<file path="config.mk">
export PLATFORM = sky130hd
export DESIGN_NAME = march_bist_ctrl_flat
export DESIGN_NICKNAME = d
export VERILOG_FILES = /design/src/rtl/march_bist_ctrl_pkg.sv /design/src/rtl/march_bist_ctrl_if.sv /design/src/rtl/march_bist_ctrl_cmp_pipe.sv /design/src/rtl/march_bist_ctrl.sv /design/src/flat_wrapper.sv
export SDC_FILE = /design/constraint.sdc
export NUM_CORES = 1
export LEC_CHECK = 0
export CAP_MARGIN = 20
export CELL_PAD_IN_SITES_DETAIL_PLACEMENT = 1
export CELL_PAD_IN_SITES_GLOBAL_PLACEMENT = 2
export CORE_ASPECT_RATIO = 0.75
export CORE_MARGIN = 2
export CORE_UTILIZATION = 32
export DETAILED_ROUTE_END_ITERATION = 12
export PLACE_DENSITY_LB_ADDON = 0.3
export SKIP_LAST_GASP = 1
export SYNTH_ARGS = -nofsm -noshare
export SYNTH_HDL_FRONTEND = slang
export SYNTH_SLANG_ARGS = --single-unit
</file>
<file path="constraint.sdc">
create_clock -name clk -period 2.8 [get_ports clk]
set_input_delay 0.28 -clock clk [delete_from_list [all_inputs] [get_ports clk]]
set_output_delay 0.28 -clock clk [all_outputs]
set_load 0.1 [all_outputs]
</file>
<file path="src/rtl/march_bist_ctrl_pkg.sv">
// Shared types and March C- element tables for the memory BIST sequencer.
package march_pkg;

    typedef enum logic [1:0] {
        ST_IDLE  = 2'd0,
        ST_RUN   = 2'd1,
        ST_DRAIN = 2'd2,
        ST_DONE  = 2'd3
    } state_e;

    localparam int         NUM_ELEMS = 6;
    localparam logic [2:0] LAST_ELEM = 3'd5;

    // Per-element tables, bit i belongs to element Ei.
    // Direction: 1 = descending (E3, E4).
    localparam logic [NUM_ELEMS-1:0] ELEM_DESC    = 6'b011000;
    // Two ops per address for E1..E4, one op for E0 and E5.
    localparam logic [NUM_ELEMS-1:0] ELEM_TWO_OPS = 6'b011110;
    // First op is a write only in E0; second op is always a write.
    localparam logic [NUM_ELEMS-1:0] OP0_WRITE    = 6'b000001;
    localparam logic [NUM_ELEMS-1:0] OP1_WRITE    = 6'b011110;
    // Data polarity (expected for reads, stored for writes).
    localparam logic [NUM_ELEMS-1:0] OP0_POL      = 6'b010100;
    localparam logic [NUM_ELEMS-1:0] OP1_POL      = 6'b001010;

    // Look up one element's bit in a table; out-of-range elements read as 0.
    function automatic logic elem_bit(input logic [NUM_ELEMS-1:0] tbl, input logic [2:0] elem);
        logic b;
        case (elem)
            3'd0:    b = tbl[0];
            3'd1:    b = tbl[1];
            3'd2:    b = tbl[2];
            3'd3:    b = tbl[3];
            3'd4:    b = tbl[4];
            3'd5:    b = tbl[5];
            default: b = 1'b0;
        endcase
        return b;
    endfunction

    function automatic logic op_is_write(input logic [2:0] elem, input logic op);
        return op ? elem_bit(OP1_WRITE, elem) : elem_bit(OP0_WRITE, elem);
    endfunction

    function automatic logic op_pol(input logic [2:0] elem, input logic op);
        return op ? elem_bit(OP1_POL, elem) : elem_bit(OP0_POL, elem);
    endfunction

endpackage

</file>
<file path="src/rtl/march_bist_ctrl_if.sv">
// Single-port memory bus between the BIST controller and the memory under test.
interface march_bist_ctrl_if #(
    parameter int DATA_WIDTH = 8,
    parameter int ADDR_WIDTH = 4
);
    logic                  mem_write_read;
    logic [ADDR_WIDTH-1:0] mem_address;
    logic [DATA_WIDTH-1:0] mem_wdata;
    logic [DATA_WIDTH-1:0] mem_rdata;

    modport master (output mem_write_read, output mem_address, output mem_wdata, input mem_rdata);
    modport slave  (input mem_write_read, input mem_address, input mem_wdata, output mem_rdata);
endinterface

</file>
<file path="src/rtl/march_bist_ctrl_cmp_pipe.sv">
// Two-stage expected-data pipeline aligned to the memory's read latency,
// with mismatch detection, first-failure capture and a saturating fail counter.
module march_cmp_pipe
    import march_pkg::*;
#(
    parameter int DATA_WIDTH = 8,
    parameter int ADDR_WIDTH = 4
) (
    input  logic                  clk,
    input  logic                  rst,
    input  logic                  clr,
    input  logic                  push_valid,
    input  logic [ADDR_WIDTH-1:0] push_addr,
    input  logic [2:0]            push_elem,
    input  logic [DATA_WIDTH-1:0] push_exp,
    input  logic [DATA_WIDTH-1:0] rdata,
    output logic                  fail,
    output logic [ADDR_WIDTH-1:0] fail_addr,
    output logic [2:0]            fail_elem,
    output logic [DATA_WIDTH-1:0] fail_data,
    output logic [ADDR_WIDTH+3:0] fail_count
);

    localparam logic [ADDR_WIDTH+3:0] CNT_MAX = {(ADDR_WIDTH+4){1'b1}};
    localparam logic [ADDR_WIDTH+3:0] CNT_ONE = {{(ADDR_WIDTH+3){1'b0}}, 1'b1};

    logic                  s1_valid_q, s2_valid_q;
    logic [ADDR_WIDTH-1:0] s1_addr_q, s2_addr_q;
    logic [2:0]            s1_elem_q, s2_elem_q;
    logic [DATA_WIDTH-1:0] s1_exp_q, s2_exp_q;

    logic                  fail_d, fail_q;
    logic [ADDR_WIDTH-1:0] fail_addr_d, fail_addr_q;
    logic [2:0]            fail_elem_d, fail_elem_q;
    logic [DATA_WIDTH-1:0] fail_data_d, fail_data_q;
    logic [ADDR_WIDTH+3:0] fail_count_d, fail_count_q;
    logic                  mismatch_s;

    // Score the read whose data is on rdata now; keep only the first failure's details.
    always_comb begin
        mismatch_s   = s2_valid_q && (rdata != s2_exp_q);
        fail_d       = fail_q;
        fail_addr_d  = fail_addr_q;
        fail_elem_d  = fail_elem_q;
        fail_data_d  = fail_data_q;
        fail_count_d = fail_count_q;
        if (clr) begin
            fail_d       = 1'b0;
            fail_addr_d  = {ADDR_WIDTH{1'b0}};
            fail_elem_d  = 3'd0;
            fail_data_d  = {DATA_WIDTH{1'b0}};
            fail_count_d = {(ADDR_WIDTH+4){1'b0}};
        end else if (mismatch_s) begin
            if (fail_count_q != CNT_MAX) begin
                fail_count_d = fail_count_q + CNT_ONE;
            end else begin
                fail_count_d = fail_count_q;
            end
            if (!fail_q) begin
                fail_d      = 1'b1;
                fail_addr_d = s2_addr_q;
                fail_elem_d = s2_elem_q;
                fail_data_d = rdata;
            end else begin
                fail_d = fail_q;
            end
        end else begin
            fail_d = fail_q;
        end
    end

    // Shift the compare pipeline every cycle and register the results.
    always_ff @(posedge clk) begin
        if (rst) begin
            s1_valid_q   <= 1'b0;
            s2_valid_q   <= 1'b0;
            s1_addr_q    <= {ADDR_WIDTH{1'b0}};
            s2_addr_q    <= {ADDR_WIDTH{1'b0}};
            s1_elem_q    <= 3'd0;
            s2_elem_q    <= 3'd0;
            s1_exp_q     <= {DATA_WIDTH{1'b0}};
            s2_exp_q     <= {DATA_WIDTH{1'b0}};
            fail_q       <= 1'b0;
            fail_addr_q  <= {ADDR_WIDTH{1'b0}};
            fail_elem_q  <= 3'd0;
            fail_data_q  <= {DATA_WIDTH{1'b0}};
            fail_count_q <= {(ADDR_WIDTH+4){1'b0}};
        end else begin
            s1_valid_q   <= push_valid;
            s1_addr_q    <= push_addr;
            s1_elem_q    <= push_elem;
            s1_exp_q     <= push_exp;
            s2_valid_q   <= s1_valid_q;
            s2_addr_q    <= s1_addr_q;
            s2_elem_q    <= s1_elem_q;
            s2_exp_q     <= s1_exp_q;
            fail_q       <= fail_d;
            fail_addr_q  <= fail_addr_d;
            fail_elem_q  <= fail_elem_d;
            fail_data_q  <= fail_data_d;
            fail_count_q <= fail_count_d;
        end
    end

    assign fail       = fail_q;
    assign fail_addr  = fail_addr_q;
    assign fail_elem  = fail_elem_q;
    assign fail_data  = fail_data_q;
    assign fail_count = fail_count_q;

endmodule

</file>
<file path="src/rtl/march_bist_ctrl.sv">
// March C- BIST sequencer: walks the six elements one op per cycle and feeds
// the compare pipeline. A lookahead pointer (p_*) always names the op for the
// next cycle so both the op registers and the one-cycle-early write data stay registered.
module march_bist_ctrl
    import march_pkg::*;
#(
    parameter int DATA_WIDTH = 8,
    parameter int ADDR_WIDTH = 4,
    parameter int CAPACITY   = 15
) (
    input  logic                  clk,
    input  logic                  rst,
    input  logic                  start,
    output logic                  busy,
    output logic                  done,
    output logic                  fail,
    output logic [ADDR_WIDTH-1:0] fail_addr,
    output logic [2:0]            fail_elem,
    output logic [DATA_WIDTH-1:0] fail_data,
    output logic [ADDR_WIDTH+3:0] fail_count,
    march_bist_ctrl_if.master     mem
);

    localparam logic [ADDR_WIDTH-1:0] CAP_A  = ADDR_WIDTH'(CAPACITY);
    localparam logic [ADDR_WIDTH-1:0] ADDR_1 = ADDR_WIDTH'(1);

    state_e                state_d, state_q;
    logic [2:0]            p_elem_d, p_elem_q;
    logic [ADDR_WIDTH-1:0] p_addr_d, p_addr_q;
    logic                  p_op_d, p_op_q;
    logic                  last_d, last_q;
    logic                  drain_d, drain_q;
    logic                  wr_d, wr_q;
    logic [ADDR_WIDTH-1:0] addr_d, addr_q;
    logic [DATA_WIDTH-1:0] wdata_d, wdata_q;
    logic                  rd_valid_d, rd_valid_q;
    logic [2:0]            op_elem_d, op_elem_q;
    logic                  op_exp_d, op_exp_q;
    logic                  busy_d, busy_q;
    logic                  done_d, done_q;

    logic                  p_two_s, p_desc_s, p_wr_s, p_pol_s, at_end_s, p_last_s;
    logic [2:0]            nx_elem_s;
    logic [ADDR_WIDTH-1:0] nx_addr_s;
    logic                  nx_op_s, nx_pol_s;
    logic                  load_s, accept_s;

    // Decode the lookahead op and work out the op that follows it.
    always_comb begin
        p_two_s   = elem_bit(ELEM_TWO_OPS, p_elem_q);
        p_desc_s  = elem_bit(ELEM_DESC, p_elem_q);
        p_wr_s    = op_is_write(p_elem_q, p_op_q);
        p_pol_s   = op_pol(p_elem_q, p_op_q);
        at_end_s  = p_desc_s ? (p_addr_q == {ADDR_WIDTH{1'b0}}) : (p_addr_q == CAP_A);
        nx_elem_s = p_elem_q;
        nx_addr_s = p_addr_q;
        nx_op_s   = 1'b0;
        if (p_two_s && !p_op_q) begin
            nx_op_s = 1'b1;
        end else if (at_end_s) begin
            nx_elem_s = p_elem_q + 3'd1;
            nx_addr_s = elem_bit(ELEM_DESC, nx_elem_s) ? CAP_A : {ADDR_WIDTH{1'b0}};
        end else if (p_desc_s) begin
            nx_addr_s = p_addr_q - ADDR_1;
        end else begin
            nx_addr_s = p_addr_q + ADDR_1;
        end
        p_last_s = (p_elem_q == LAST_ELEM) && at_end_s && !(p_two_s && !p_op_q);
        nx_pol_s = op_pol(nx_elem_s, nx_op_s);
    end

    // Sequencer FSM: next state, lookahead advance and next memory op.
    always_comb begin
        state_d    = state_q;
        p_elem_d   = p_elem_q;
        p_addr_d   = p_addr_q;
        p_op_d     = p_op_q;
        last_d     = last_q;
        drain_d    = 1'b0;
        wr_d       = 1'b0;
        addr_d     = {ADDR_WIDTH{1'b0}};
        wdata_d    = {DATA_WIDTH{1'b0}};
        rd_valid_d = 1'b0;
        op_elem_d  = op_elem_q;
        op_exp_d   = op_exp_q;
        load_s     = 1'b0;
        accept_s   = 1'b0;
        case (state_q)
            ST_IDLE, ST_DONE: begin
                last_d = 1'b0;
                if (start) begin
                    state_d  = ST_RUN;
                    accept_s = 1'b1;
                    load_s   = 1'b1;
                end else begin
                    state_d = state_q;
                end
            end
            ST_RUN: begin
                if (last_q) begin
                    state_d  = ST_DRAIN;
                    last_d   = 1'b0;
                    p_elem_d = 3'd0;
                    p_addr_d = {ADDR_WIDTH{1'b0}};
                    p_op_d   = 1'b0;
                end else begin
                    load_s = 1'b1;
                end
            end
            ST_DRAIN: begin
                drain_d = 1'b1;
                if (drain_q) begin
                    state_d = ST_DONE;
                end else begin
                    state_d = ST_DRAIN;
                end
            end
            default: begin
                state_d = ST_IDLE;
            end
        endcase
        if (load_s) begin
            wr_d       = p_wr_s;
            addr_d     = p_addr_q;
            wdata_d    = {DATA_WIDTH{nx_pol_s}};
            rd_valid_d = !p_wr_s;
            op_elem_d  = p_elem_q;
            op_exp_d   = p_pol_s;
            p_elem_d   = nx_elem_s;
            p_addr_d   = nx_addr_s;
            p_op_d     = nx_op_s;
            last_d     = p_last_s;
        end else begin
            rd_valid_d = 1'b0;
        end
        busy_d = (state_d == ST_RUN) || (state_d == ST_DRAIN) || (state_q == ST_DRAIN);
        done_d = (state_q == ST_DONE) && !start;
    end

    // State, lookahead pointer and registered memory/status outputs.
    always_ff @(posedge clk) begin
        if (rst) begin
            state_q    <= ST_IDLE;
            p_elem_q   <= 3'd0;
            p_addr_q   <= {ADDR_WIDTH{1'b0}};
            p_op_q     <= 1'b0;
            last_q     <= 1'b0;
            drain_q    <= 1'b0;
            wr_q       <= 1'b0;
            addr_q     <= {ADDR_WIDTH{1'b0}};
            wdata_q    <= {DATA_WIDTH{1'b0}};
            rd_valid_q <= 1'b0;
            op_elem_q  <= 3'd0;
            op_exp_q   <= 1'b0;
            busy_q     <= 1'b0;
            done_q     <= 1'b0;
        end else begin
            state_q    <= state_d;
            p_elem_q   <= p_elem_d;
            p_addr_q   <= p_addr_d;
            p_op_q     <= p_op_d;
            last_q     <= last_d;
            drain_q    <= drain_d;
            wr_q       <= wr_d;
            addr_q     <= addr_d;
            wdata_q    <= wdata_d;
            rd_valid_q <= rd_valid_d;
            op_elem_q  <= op_elem_d;
            op_exp_q   <= op_exp_d;
            busy_q     <= busy_d;
            done_q     <= done_d;
        end
    end

    assign mem.mem_write_read = wr_q;
    assign mem.mem_address    = addr_q;
    assign mem.mem_wdata      = wdata_q;
    assign busy               = busy_q;
    assign done               = done_q;

    march_cmp_pipe #(
        .DATA_WIDTH (DATA_WIDTH),
        .ADDR_WIDTH (ADDR_WIDTH)
    ) u_cmp (
        .clk        (clk),
        .rst        (rst),
        .clr        (accept_s),
        .push_valid (rd_valid_q),
        .push_addr  (addr_q),
        .push_elem  (op_elem_q),
        .push_exp   ({DATA_WIDTH{op_exp_q}}),
        .rdata      (mem.mem_rdata),
        .fail       (fail),
        .fail_addr  (fail_addr),
        .fail_elem  (fail_elem),
        .fail_data  (fail_data),
        .fail_count (fail_count)
    );

endmodule
</file>
<file path="src/flat_wrapper.sv">
// flat-port wrapper written by rule: the top's interface ports become plain ports
module march_bist_ctrl_flat import march_pkg::*;
#(
    parameter int DATA_WIDTH = 8,
    parameter int ADDR_WIDTH = 4,
    parameter int CAPACITY   = 15
)
  (clk, rst, start, busy, done, fail, fail_addr, fail_elem, fail_data, fail_count, mem_mem_write_read, mem_mem_address, mem_mem_wdata, mem_mem_rdata);
  march_bist_ctrl_if #(.DATA_WIDTH(DATA_WIDTH), .ADDR_WIDTH(ADDR_WIDTH)) mem_i ();
  input  logic clk;
  input  logic rst;
  input  logic start;
  output logic busy;
  output logic done;
  output logic fail;
  output logic [ADDR_WIDTH-1:0] fail_addr;
  output logic [2:0] fail_elem;
  output logic [DATA_WIDTH-1:0] fail_data;
  output logic [ADDR_WIDTH+3:0] fail_count;
  output wire logic [$bits(mem_i.mem_write_read)-1:0] mem_mem_write_read;
  output wire logic [$bits(mem_i.mem_address)-1:0] mem_mem_address;
  output wire logic [$bits(mem_i.mem_wdata)-1:0] mem_mem_wdata;
  input wire logic [$bits(mem_i.mem_rdata)-1:0] mem_mem_rdata;
  assign mem_mem_write_read = mem_i.mem_write_read;
  assign mem_mem_address = mem_i.mem_address;
  assign mem_mem_wdata = mem_i.mem_wdata;
  assign mem_i.mem_rdata = mem_mem_rdata;
  march_bist_ctrl #(.DATA_WIDTH(DATA_WIDTH), .ADDR_WIDTH(ADDR_WIDTH), .CAPACITY(CAPACITY)) u_core (.clk(clk), .rst(rst), .start(start), .busy(busy), .done(done), .fail(fail), .fail_addr(fail_addr), .fail_elem(fail_elem), .fail_data(fail_data), .fail_count(fail_count), .mem(mem_i));
endmodule
</file>
# == Word-level counts from Yosys, hierarchy flattened ==
# Index checks and enable logic that the tools add are counted.
# Widths: inputs -> output; s select.
# word_totals
ramBits,0
wordCells,126
mem_count,0
latch_bits,0
rom_bits,0
out_inout_bits,39
ff_bits,67
# op_classes
n_div,0
eq_ne,20
mux,41
bitwise,2
reduce_logical,32
order_cmp,0
shifts,0
addsub,4
n_mul,0
# ops
cell,n
$mux 4,7
$mux 1,25
$reduce_or 2->1,9
$eq 3x2->1 const B,5
$mux 3,5
$eq 3x3->1 const B,4
$add 8x1->8 const B,1
$ne 8x8->1,1
$ne 8x8->1 const B,1
$eq 2x2->1 const B,3
$eq 3x1->1 const B,2
$pmux 2 s3,1
$reduce_and 2->1,3
$reduce_bool 2->1,3
$logic_and 1x1->1,5
$add 4x1->4 const B,1
$eq 2x1->1 const B,2
$eq 4x4->1 const B,1
$logic_not 1->1,4
$logic_not 4->1,1
$mux 2,2
$reduce_or 4->1,1
$sub 4x1->4 const B,1
$add 3x1->3 const B,1
other kinds (8),10

# == Longest topological paths before layout ==
# depth
ltp_word,10
mapped_depth,9
ltp_nobuf,9

# == Hierarchy ==
# Synthesis repeated with hierarchy kept, for this count alone.
# hier_totals
cells_unflattened,341
hier_area_um2,3358.2
# modules_own_cells
mod,cells_per_inst,area_per_inst_um2,seq_area_each_um2,n_inst
march_cmp_pipe,191,1966.9,1121.1,1
march_bist_ctrl,150,1391.3,500.5,1

# == Worst setup path after synthesis ==
# Ideal clock, no wire load.
# synth_path
path_type,flip-flop to flip-flop
from,"register u_core.u_cmp.fail_count_q[0], in the netlist u_core.u_cmp.fail_count[0]"
to,"register u_core.u_cmp.fail_count_q[3], in the netlist u_core.u_cmp.fail_count[3]"
slack_ns,0.523
setup_time_ns,0.116
path_buffers,1
arrival_ns,2.160
stages_incl_launch_ff,7
path_cell_list,dfxtp_1 -> ha_1 -> nand2_1 -> nor2_1 -> a311oi_2 -> buf_6 -> a31o_2
# synth_via
elab_chain_cells,2
elab_cells_between_ends,3
cone_classes,add/sub: 1; eq/ne: 1; reduce/logical: 1
# synth_rtl
element,line_no,text
"start, declared",march_bist_ctrl_cmp_pipe.sv:36,"logic [ADDR_WIDTH+3:0] fail_count_d, fail_count_q;"
"start signal, assigned",march_bist_ctrl_cmp_pipe.sv:87,fail_count_q <= {(ADDR_WIDTH+4){1'b0}};
"start signal, assigned",march_bist_ctrl_cmp_pipe.sv:101,fail_count_q <= fail_count_d;
"parallel branches: the longest is 2 deep, another holds $add 8x1->8",n/a,
# Several ways; the timed one is not identified.
# A chain may end at the register's enable or synchronous reset.

# == Worst setup path after layout ==
# layout_path
from,register u_core.p_elem_q[0]
to,register u_core.p_addr_q[3]
# layout_via
elab_chain_cells,10
elab_cells_between_ends,24
cone_classes,add/sub: 1; eq/ne: 7; mux: 11; reduce/logical: 5
# layout_rtl
element,line_no,text
"start, declared",march_bist_ctrl.sv:28,"logic [2:0] p_elem_d, p_elem_q;"
"start signal, assigned",march_bist_ctrl.sv:159,p_elem_q <= p_elem_d;
$add 3x1->3,march_bist_ctrl.sv:61,nx_elem_s = p_elem_q + 3'd1;
$eq 3x2->1 or $eq 3x3->1 (tied branches),march_bist_ctrl_pkg.sv:29,case (elem)
$reduce_or 2->1 (no line),n/a,
$mux 1,march_bist_ctrl_pkg.sv:29,
$mux 1,march_bist_ctrl.sv:60,end else if (at_end_s) begin
$mux 1,march_bist_ctrl.sv:58,if (p_two_s && !p_op_q) begin
$mux 4,march_bist_ctrl.sv:62,"nx_addr_s = elem_bit(ELEM_DESC, nx_elem_s) ? CAP_A : {ADDR_WIDTH{1'b0}};"
$mux 4,march_bist_ctrl.sv:60,
$mux 4,march_bist_ctrl.sv:58,
$mux 4,march_bist_ctrl.sv:122,if (load_s) begin
"end signal, assigned",march_bist_ctrl.sv:145,p_addr_q <= {ADDR_WIDTH{1'b0}};
"end signal, assigned",march_bist_ctrl.sv:160,p_addr_q <= p_addr_d;
"end, declared",march_bist_ctrl.sv:29,"logic [ADDR_WIDTH-1:0] p_addr_d, p_addr_q;"
# Several ways; a longest one is shown, not always the timed one. The select of a mux whose other input is x is not followed.

==> flow_summary.yaml <==
min_path:
  hold_path_class: "register to register"
timing:
  finalHoldViolations: 0
  fin_crit_sh_pct: 86.6
  slew_violations: 0
  max_slew_margin_pct: 42.9
  setup_viol: 0
  rsz0062_at_grt: "false"
  fin_skew_ns: 0.00261
  fmax_ghz: 0.412
  finalSetupTns_ns: 0
  worstMarginPinSlew_ns: 0.856
  period_minus_slack_ns: 2.43
yosys:
  synthTopCellsByArea: "dfxtp_1 46%, ha_1 5.6%, nor2b_1 4.3%"
  synth-seq-cells: 67
  yosys.area.top_type_share_pct: 46.1
  post_synth_num_cell_types: 52
  synth_area_leader_cell: "dfxtp_1"
  muxShareOfSynthArea_pct: 4.43
  synth-edff-count: 0
  synthXorXnorAreaFrac_pct: 1.81
  synth-compound-area-share_pct: 12.9
  synth_ff_type: "dfxtp_1"
  ys_warn_count: 0
  async_reset_ff_share_pct: 0
  mappedNetlistNets: 337
  syn_area_per_cell_um2: 9.32
  synthMostInstantiatedCell: "dfxtp_1"
  synth_fa_ha_area_share_pct: 6.28
  synth_top_family_by_area: "simple AND/OR/NAND/NOR gates"
  yosysSeqAreaShare_pct: 46.1
  synthSimpleGateAreaFrac_pct: 22.7
  syn_area_mm2: 0.00291
  synth_cells: 312
  synth_commonest_cells: "67 x dfxtp_1, 31 x nand2_1, 26 x nor2_1"
layout:
  layout.cells.non_filler: 479
  register_area_mm2: 0.00134
  drive_gt1_share_pct: 21.8
  multi_input_area_mm2: 0.00140
  diodes: 0
  nFillCells: 1045
  syn2layout_area_growth_pct: 26.4
  nets: 387
cts:
  cts_tree: "built"
  clk_pin_slew_ns: 0.05
  clockRootBuffer: "clkbuf_16"
  cts-buffers-inserted: 9
  h-tree-depth: 3
  cts.path.max_buffers: 2
  ctsHoldBuffers: 0
  clock_sinks: 67
  cts_resized: 0
  postCtsSetupRepairBufs: 0
  insertion_delay_ns: 0.33
run_status:
  status: "complete, no violations"
global_route:
  grt_overflow: 0
  grt_pass1_wl_um: 11300
  grt_pass1_vias: 2253
  antenna_found_initial: 0
  grt_max_degree: 28
  track_usage_pct: 14.9
floorplan:
  core_mm2: 0.00893
  die-width_um: 114
  num_io_pins: 50
  rows: 30
  die_height_um: 86.5
  start_util_pct: 32.5
  design.die.area_mm2: 0.00987
routing:
  wl_per_cell_um: 14.1
  drt_wl_total_um: 6750
  drtPass1Iterations: 4
  drtIter0Drc: 79
  antenna_left: 0
  drc: 0
  vias: 2241
  routed_via_density: 4.68
pwr:
  pwr-share-clk_pct: 47.4
  p_leak_nw: 1.50
  swShare_pct: 24.6
  totalPowerFinal_w: 0.00223
  power_frac_comb_pct: 8.6
  seqPwrFrac_pct: 44.1
  power.switching_w: 0.000548
  ir_worst_vdd_uv: 267
  powerDensity_mw_per_mm2: 606
  internal_power_w: 0.00168
worst_setup_path:
  crit_chain: "inv_1 -> ha_1 -> mux2_2 -> ha_1 -> a21o_1 -> a21oi_1 -> xor2_1 -> mux2i_1 -> o32ai_1"
  cp_common_cell: "ha_1"
  slowest_delay_ns: 0.43
  cp-end-kind: "register"
  crit_type: "register to register"
  cpMaxStageDelayCell: "dfxtp_1"
  crit_path_start_kind: "register"
  cp.arrival_ns: 2.67
  crit_required_ns: 3.04
  cp_max_fo: 7
placement:
  dpl.hpwl_um: 4900
  io_buffers: 49
  dp.cells: 463
  gp_congestion: 0.761
job:
  maxCapViolCount: 0
[area by class of cell]
cell class	count	area share, %
inverter	11	1.12
multi-input combinational	214	38.2
timing repair buffer	59	12.7
tap	112	3.81
sequential	67	36.5
clock buffer	12	6.98
clock inverter	4	0.681
[power by group through the flow]
stage	registers [W]	logic, W	clock network [W]
floorplan	0.00104	0.0000903	0
global placement	0.00100	0.000191	0
detailed placement	0.00100	0.000193	0
CTS	0.000982	0.000194	0.00109
global route	0.000984	0.000212	0.00113
finish	0.000982	0.000191	0.00106
[cells in the final DEF (no fill, tap or decap), types with 3 or more instances in the layout]
cell type	n
nand2b_1	5
a21o_1	6
buf_4	49
nand3_1	17
mux2i_1	8
nor3b_1	3
clkbuf_16	9
xor2_1	4
and2_1	3
nand4_1	3
inv_1	11
ha_1	13
nand2_1	31
nor2_1	26
o21ai_0	11
dfxtp_1	67
clkdlybuf4s50_1	10
o21ai_1	6
a31o_2	3
a21oi_1	14
nor2b_1	20
[layer usage]
metal | track usage (%) | part of all wire, %
met5 | 0 | 0
met4 | 4.32 | 0.59
met3 | 5.94 | 3.5
met1 | 20.2 | 52
met2 | 21.9 | 44
[cells by family after synthesis]
kind of cell               after synthesis
AOI/OAI and AO/OA                       57
xor gates and xnor gates                 6
adders and majority gates               14
buffers and inverters                   31
DFF                                     67
muxes                                   12
and+or+nand+nor                        125
[final timing paths]
path | startpoint | end | slack (ns) | cells after the start
worst min register to register | u_core.rd_valid_q | u_core.u_cmp.s1_valid_q | 0.44 | 1
worst max register to register | u_core.p_elem_q[0] | u_core.p_addr_q[3] | 0.37 | 9
worst max-delay path | u_core.p_elem_q[0] | u_core.p_addr_q[3] | 0.37 | 9
worst min-delay path | u_core.rd_valid_q | u_core.u_cmp.s1_valid_q | 0.44 | 1
[stage by stage]
| step | area (um^2) | setup WS (ns) | utilization, % | hold slack (ns) |
|---|---|---|---|---|
| floorplan | 2910 | 0.523 | - | 0.356 |
| global placement | 3390 | 0.470 | 38.0 | 0.420 |
| detailed placement | 3390 | 0.400 | 38.0 | 0.430 |
| CTS | 3670 | 0.386 | 41.1 | 0.443 |
| global route | 3670 | 0.174 | 41.1 | 0.455 |
| finish | 3670 | 0.375 | 41.1 | 0.437 |
[flip-flops by register name, indices dropped and copies added (netlist names), 2 cells and up]
signal and flops:
u_core.mem.mem_address 4, u_core.op_elem_q 3, u_core.p_addr_q 4, u_core.p_elem_q 3, u_core.state_q 2, u_core.u_cmp.fail_addr 4, u_core.u_cmp.fail_count 8, u_core.u_cmp.fail_data 8
u_core.u_cmp.fail_elem 3, u_core.u_cmp.s1_addr_q 4, u_core.u_cmp.s1_elem_q 3, u_core.u_cmp.s2_addr_q 4, u_core.u_cmp.s2_elem_q 3
[worst max-delay path, delay by kind of cell, from the launching register on]
kind,cells,cell delay [ns]
AOI/OAI and AO/OA,3,0.61
xor gates and xnor gates,1,0.20
adders and majority gates,2,0.52
buffers and inverters,1,0.16
DFF,1,0.43
muxes,2,0.41
(Power assumes the default switching activity.)
